[config.mk]
export PLATFORM = sky130hd
export DESIGN_NAME = uart_rx
export DESIGN_NICKNAME = d
export VERILOG_FILES = /design/src/rtl/uart_pkg.sv /design/src/rtl/sync_2ff.sv /design/src/rtl/uart_rx.sv
export SDC_FILE = /design/constraint.sdc
export NUM_CORES = 1
export LEC_CHECK = 0
export ABC_AREA = 1
export CELL_PAD_IN_SITES_DETAIL_PLACEMENT = 1
export CELL_PAD_IN_SITES_GLOBAL_PLACEMENT = 1
export CORE_ASPECT_RATIO = 0.5
export CORE_MARGIN = 8
export CORE_UTILIZATION = 41
export DETAILED_ROUTE_END_ITERATION = 6
export PLACE_DENSITY = 0.77
export SKIP_LAST_GASP = 1
export SLEW_MARGIN = 20
export SYNTH_ARGS = -nofsm -noshare
export SYNTH_HDL_FRONTEND = slang
export SYNTH_SLANG_ARGS = --single-unit
[constraint.sdc]
create_clock -name clk -period 1.75 [get_ports clk]
set_input_delay 0.525 -clock clk [delete_from_list [all_inputs] [get_ports clk]]
set_output_delay 0.525 -clock clk [all_outputs]
set_load 0.05 [all_outputs]
[src/rtl/uart_pkg.sv]
// Shared UART definitions: receiver state encoding and common constants.
// Imported by the receiver now and by the transmitter later.
package uart_pkg;

    localparam int UART_DATA_BITS    = 8;
    localparam int UART_CLKS_PER_BIT = 868;

    typedef enum logic [2:0] {
        IDLE,
        START,
        DATA,
        STOP,
        BREAK
    } uart_rx_state_t;

endpackage

[src/rtl/sync_2ff.sv]
// Generic single-bit two-flop synchronizer.
// The reset value is a parameter so idle-high lines come out of reset idle.
module sync_2ff #(
    parameter logic RST_VAL = 1'b0
) (
    input  logic clk,
    input  logic rst,
    input  logic i_d,
    output logic o_q
);

    logic r_meta;
    logic r_sync;

    always_ff @(posedge clk) begin
        if (rst) begin
            r_meta <= RST_VAL;
            r_sync <= RST_VAL;
        end else begin
            r_meta <= i_d;
            r_sync <= r_meta;
        end
    end

    assign o_q = r_sync;

endmodule

[src/rtl/uart_rx.sv]
// 8N1 UART receiver: mid-bit sampling, one-cycle valid/ferr strobes.
// A framing error parks the FSM until the line returns high.
module uart_rx
    import uart_pkg::*;
#(
    parameter int CLKS_PER_BIT = UART_CLKS_PER_BIT,
    parameter int CNT_W        = $clog2(CLKS_PER_BIT)
) (
    input  logic                      clk,
    input  logic                      rst,
    input  logic                      rxd,
    output logic [UART_DATA_BITS-1:0] dout,
    output logic                      valid,
    output logic                      ferr,
    output logic                      busy
);

    localparam int BIT_W = $clog2(UART_DATA_BITS);

    localparam logic [CNT_W-1:0] LP_HALF = CNT_W'(CLKS_PER_BIT / 2 - 1);
    localparam logic [CNT_W-1:0] LP_LAST = CNT_W'(CLKS_PER_BIT - 1);
    localparam logic [BIT_W-1:0] LP_BLAST = BIT_W'(UART_DATA_BITS - 1);

    uart_rx_state_t              r_state;
    logic [CNT_W-1:0]            r_cnt;
    logic [BIT_W-1:0]            r_bit;
    logic [UART_DATA_BITS-1:0]   r_shift;
    logic [UART_DATA_BITS-1:0]   r_dout;
    logic                        r_valid;
    logic                        r_ferr;

    uart_rx_state_t              w_state_nxt;
    logic [CNT_W-1:0]            w_cnt_nxt;
    logic [CNT_W-1:0]            w_cnt_inc;
    logic [BIT_W-1:0]            w_bit_nxt;
    logic [UART_DATA_BITS-1:0]   w_shift_nxt;
    logic [UART_DATA_BITS-1:0]   w_dout_nxt;
    logic                        w_valid_nxt;
    logic                        w_ferr_nxt;
    logic                        w_rxd_s;

    sync_2ff #(
        .RST_VAL (1'b1)
    ) u_sync (
        .clk (clk),
        .rst (rst),
        .i_d (rxd),
        .o_q (w_rxd_s)
    );

    assign w_cnt_inc = r_cnt + CNT_W'(1);

    always_ff @(posedge clk) begin
        if (rst) begin
            r_state <= IDLE;
            r_cnt   <= '0;
            r_bit   <= '0;
            r_shift <= '0;
            r_dout  <= '0;
            r_valid <= 1'b0;
            r_ferr  <= 1'b0;
        end else begin
            r_state <= w_state_nxt;
            r_cnt   <= w_cnt_nxt;
            r_bit   <= w_bit_nxt;
            r_shift <= w_shift_nxt;
            r_dout  <= w_dout_nxt;
            r_valid <= w_valid_nxt;
            r_ferr  <= w_ferr_nxt;
        end
    end

    always_comb begin
        w_state_nxt = r_state;
        w_cnt_nxt   = r_cnt;
        w_bit_nxt   = r_bit;
        w_shift_nxt = r_shift;
        w_dout_nxt  = r_dout;
        w_valid_nxt = 1'b0;
        w_ferr_nxt  = 1'b0;
        unique case (r_state)
            IDLE: begin
                w_cnt_nxt = '0;
                w_bit_nxt = '0;
                if (!w_rxd_s) begin
                    w_state_nxt = START;
                end
            end
            START: begin
                // A start bit that is high again at its midpoint was noise.
                if (r_cnt == LP_HALF) begin
                    w_cnt_nxt   = '0;
                    w_bit_nxt   = '0;
                    w_state_nxt = w_rxd_s ? IDLE : DATA;
                end else begin
                    w_cnt_nxt = w_cnt_inc;
                end
            end
            DATA: begin
                if (r_cnt == LP_LAST) begin
                    w_cnt_nxt          = '0;
                    w_shift_nxt[r_bit] = w_rxd_s;
                    if (r_bit == LP_BLAST) begin
                        w_state_nxt = STOP;
                    end else begin
                        w_bit_nxt = r_bit + BIT_W'(1);
                    end
                end else begin
                    w_cnt_nxt = w_cnt_inc;
                end
            end
            STOP: begin
                if (r_cnt == LP_LAST) begin
                    w_cnt_nxt = '0;
                    if (w_rxd_s) begin
                        w_dout_nxt  = r_shift;
                        w_valid_nxt = 1'b1;
                        w_state_nxt = IDLE;
                    end else begin
                        w_ferr_nxt  = 1'b1;
                        w_state_nxt = BREAK;
                    end
                end else begin
                    w_cnt_nxt = w_cnt_inc;
                end
            end
            BREAK: begin
                // Held-low line must return high before a new frame can start.
                w_cnt_nxt = '0;
                if (w_rxd_s) begin
                    w_state_nxt = IDLE;
                end
            end
            default: begin
                w_state_nxt = IDLE;
            end
        endcase
    end

    assign dout  = r_dout;
    assign valid = r_valid;
    assign ferr  = r_ferr;
    assign busy  = (r_state != IDLE);

endmodule

==> metrics <==
CP startpoint r_state[0]; Final GP Congestion 0.886; total power 2.33 mW; antenna viol nets, final 0; CTS buffer count 5; area share of the largest cell type after synthesis 0.382; instance area at placement 2190 µm²; Reg2Reg Setup Slack 0.17 ns; Int Power 1.44 mW; hpwl dp 3730 µm; syn_area_per_cell 6.45 µm²; clock skew 0.00605 ns; synth top area cells dfxtp_1 38%, nand2_1 15%, nor2_1 14%; Final nets 320; Initial Util 0.428; Comb power frac 0.329; CP Data Arrival Time 1.14 ns; Buffers & Inverters on Critical Path 1; Synth area leader dfxtp_1; first drt pass iteration count 4; CP delay by family, top flip-flops; DR vias 1811; Async SR Flop Fraction 0; Max transition margin 0.802; WP data required 1.22 ns; GRT Overall Usage 0.143; core area 4400 µm²; final hold slack 0.417 ns; cell chain of the critical path nor2_1 -> nand2_1 -> buf_12; PwrDens 1010 nW/µm²; global route total overflow 0; Tcrit/Tclk final 0.953; Worst-path clk slew 0.07 ns; Longest Clk Path Bufs 2; largest net degree at the start of global routing 27; final wirelength 4850 µm; minimum clock period 1.67 ns; Clock power frac 0.240; status finished clean; # rows 17; Die X 112 µm; WHS Path Cells 1; worst-case vdd ir drop 0.000372 V; critical path depth 3; RSZ-0062 raised after global routing false; Residual DRC 0; first-pass GRT wire length 8490 µm; worst-path fanout max 5; FF+latch area 723 µm²; die area 7150 µm²; count leader, synth nand2_1; Fmax 600 MHz; sum of negative setup slack 0 ns; CTS H-tree depth 2; Worst-Skew Late Latency 0.29 ns; Final Core Density 0.524; crit path max-delay cell type dfxtp_1; Leak 1.01 nW; number of synthesized flops with an enable pin 0; Port-buffer cells 13; mapped cell area 1880 µm²; Sw Pwr 894 µW; Final setup violation count 0; crit-path max cell delay 0.49 ns; Post-Syn Nets 299; Die Y 63.9 µm; io pins 14; Post-CTS Hold Buffers 0; #FFs+latches synth 36; Post-synth top cells 73 x nand2_1, 72 x nor2_1, 36 x dfxtp_1; vias in the first global route 1904; CTS tree yes; hold crit path type register to register; Synth cell types 29; clk root buf clkbuf_8; Hold Path Origin u_sync.r_meta; Max Slew Vio Count 0; Slew @ Worst Pin 0.297 ns; antenna cells 0; Sw Share 0.383; final hold vios 0; initial antenna violation count 0; worst r2r path cells 10; most used flip-flop cell after synthesis dfxtp_1; Startpoint Class register; CTS Sinks 36; Syn. warnings 0; share of cells above drive strength 1 0.160; sequential power share 0.431; MaxCap Viol Count 0; cell area after layout 2310 µm²; Initial DRC Count 101; post-synthesis sequential area ratio 0.382; filler cell count 602; r2r startpoint r_cnt[1]; crit end category output port; multi-input logic area 1010 µm²; CP Class register to output port; Avg WL per Cell 13.1 µm; P&R area growth vs syn 22.5%; Cells after Synth 292; vias per inst 4.89
-- layout make-up --
type                    instances  area share
clock buffers                   6      0.0314
flip-flops and latches         36       0.313
repair buffers                 19       0.124
multi-input cells             214       0.438
well taps                      57      0.0309
inverters                      37      0.0602
clock inverters                 1     0.00217
-- flip-flops by register name, summed over array words and instances (netlist names) --
signal / count
u_sync.o_q: 1
ferr: 1
valid: 1
dout: 8
r_state: 3
u_sync.r_meta: 1
r_cnt: 10
r_shift: 8
r_bit: 3
-- kinds of logic (layout without fill, tap and decap cells) --
family,count (synthesis),in the layout,synth area share
flops,36,36,0.382
simple gates,191,192,0.449
buf+inv,43,63,0.0910
fa+ha+maj,4,4,0.0266
compound gates,18,18,0.0511
-- metrics by stage --
step / setup WS [ns] / std cells
6_report: 0.0822 / 370
5_1_grt: 0.0405 / 370
4_1_cts: 0.0569 / 368
3_5_place_dp: 0.0735 / 361
3_3_place_gp: 0.166 / 361
2_1_floorplan: 0.320 / 292
-- layer usage --
metal | share of wire | routed length [µm] | track usage | up-vias
met1 | 0.47 | 2290 | 0.160 | 842
met2 | 0.49 | 2360 | 0.262 | 12
met3 | 0.028 | 135 | 0.0375 | 7
met5 | 0 | 0 | 0 | -
li1 | - | - | - | 950
met4 | 0.013 | 64 | 0.0506 | 0
-- what timing repair did --
item                       in CTS  in global routing
setup endpoints to repair       1                 21
gates cloned                    0                  1
gates resized for setup         1                  4
pin swaps                       0                  2
setup buffers                   0                  1
-- power by group through the flow --
stage | combinational, mW | sequential (mW) | clock [mW]
final | 0.767 | 1.00 | 0.559
after global routing | 0.880 | 1.02 | 0.608
after CTS | 0.775 | 1.00 | 0.582
after detailed placement | 0.770 | 1.02 | 0
after global placement | 0.737 | 1.01 | 0
after floorplan | 0.592 | 0.963 | 0
-- cells in the final DEF, fill, tap and decap left out, types with 3 or more instances in the layout --
| master | synthesis | layout |
|---|---|---|
| nand2_1 | 73 | 72 |
| ha_1 | 4 | 4 |
| nor2_2 | 3 | 3 |
| nand2_2 | 3 | 4 |
| a21oi_1 | 4 | 4 |
| clkbuf_8 | 0 | 5 |
| nand3b_1 | 3 | 3 |
| inv_1 | 26 | 26 |
| inv_2 | 9 | 9 |
| o21ai_1 | 9 | 9 |
| nand3_1 | 22 | 22 |
| nor2_1 | 72 | 71 |
| dfxtp_1 | 36 | 34 |
| buf_4 | 0 | 6 |
| nand4_1 | 3 | 3 |
| buf_12 | 0 | 11 |
-- path summary, 6_finish.rpt --
check / endpoint
hold / removal: u_sync.o_q
hold reg to reg: u_sync.o_q
setup reg to reg: r_cnt[9]
setup / recovery: busy
Power figures use the tool's default switching activity.
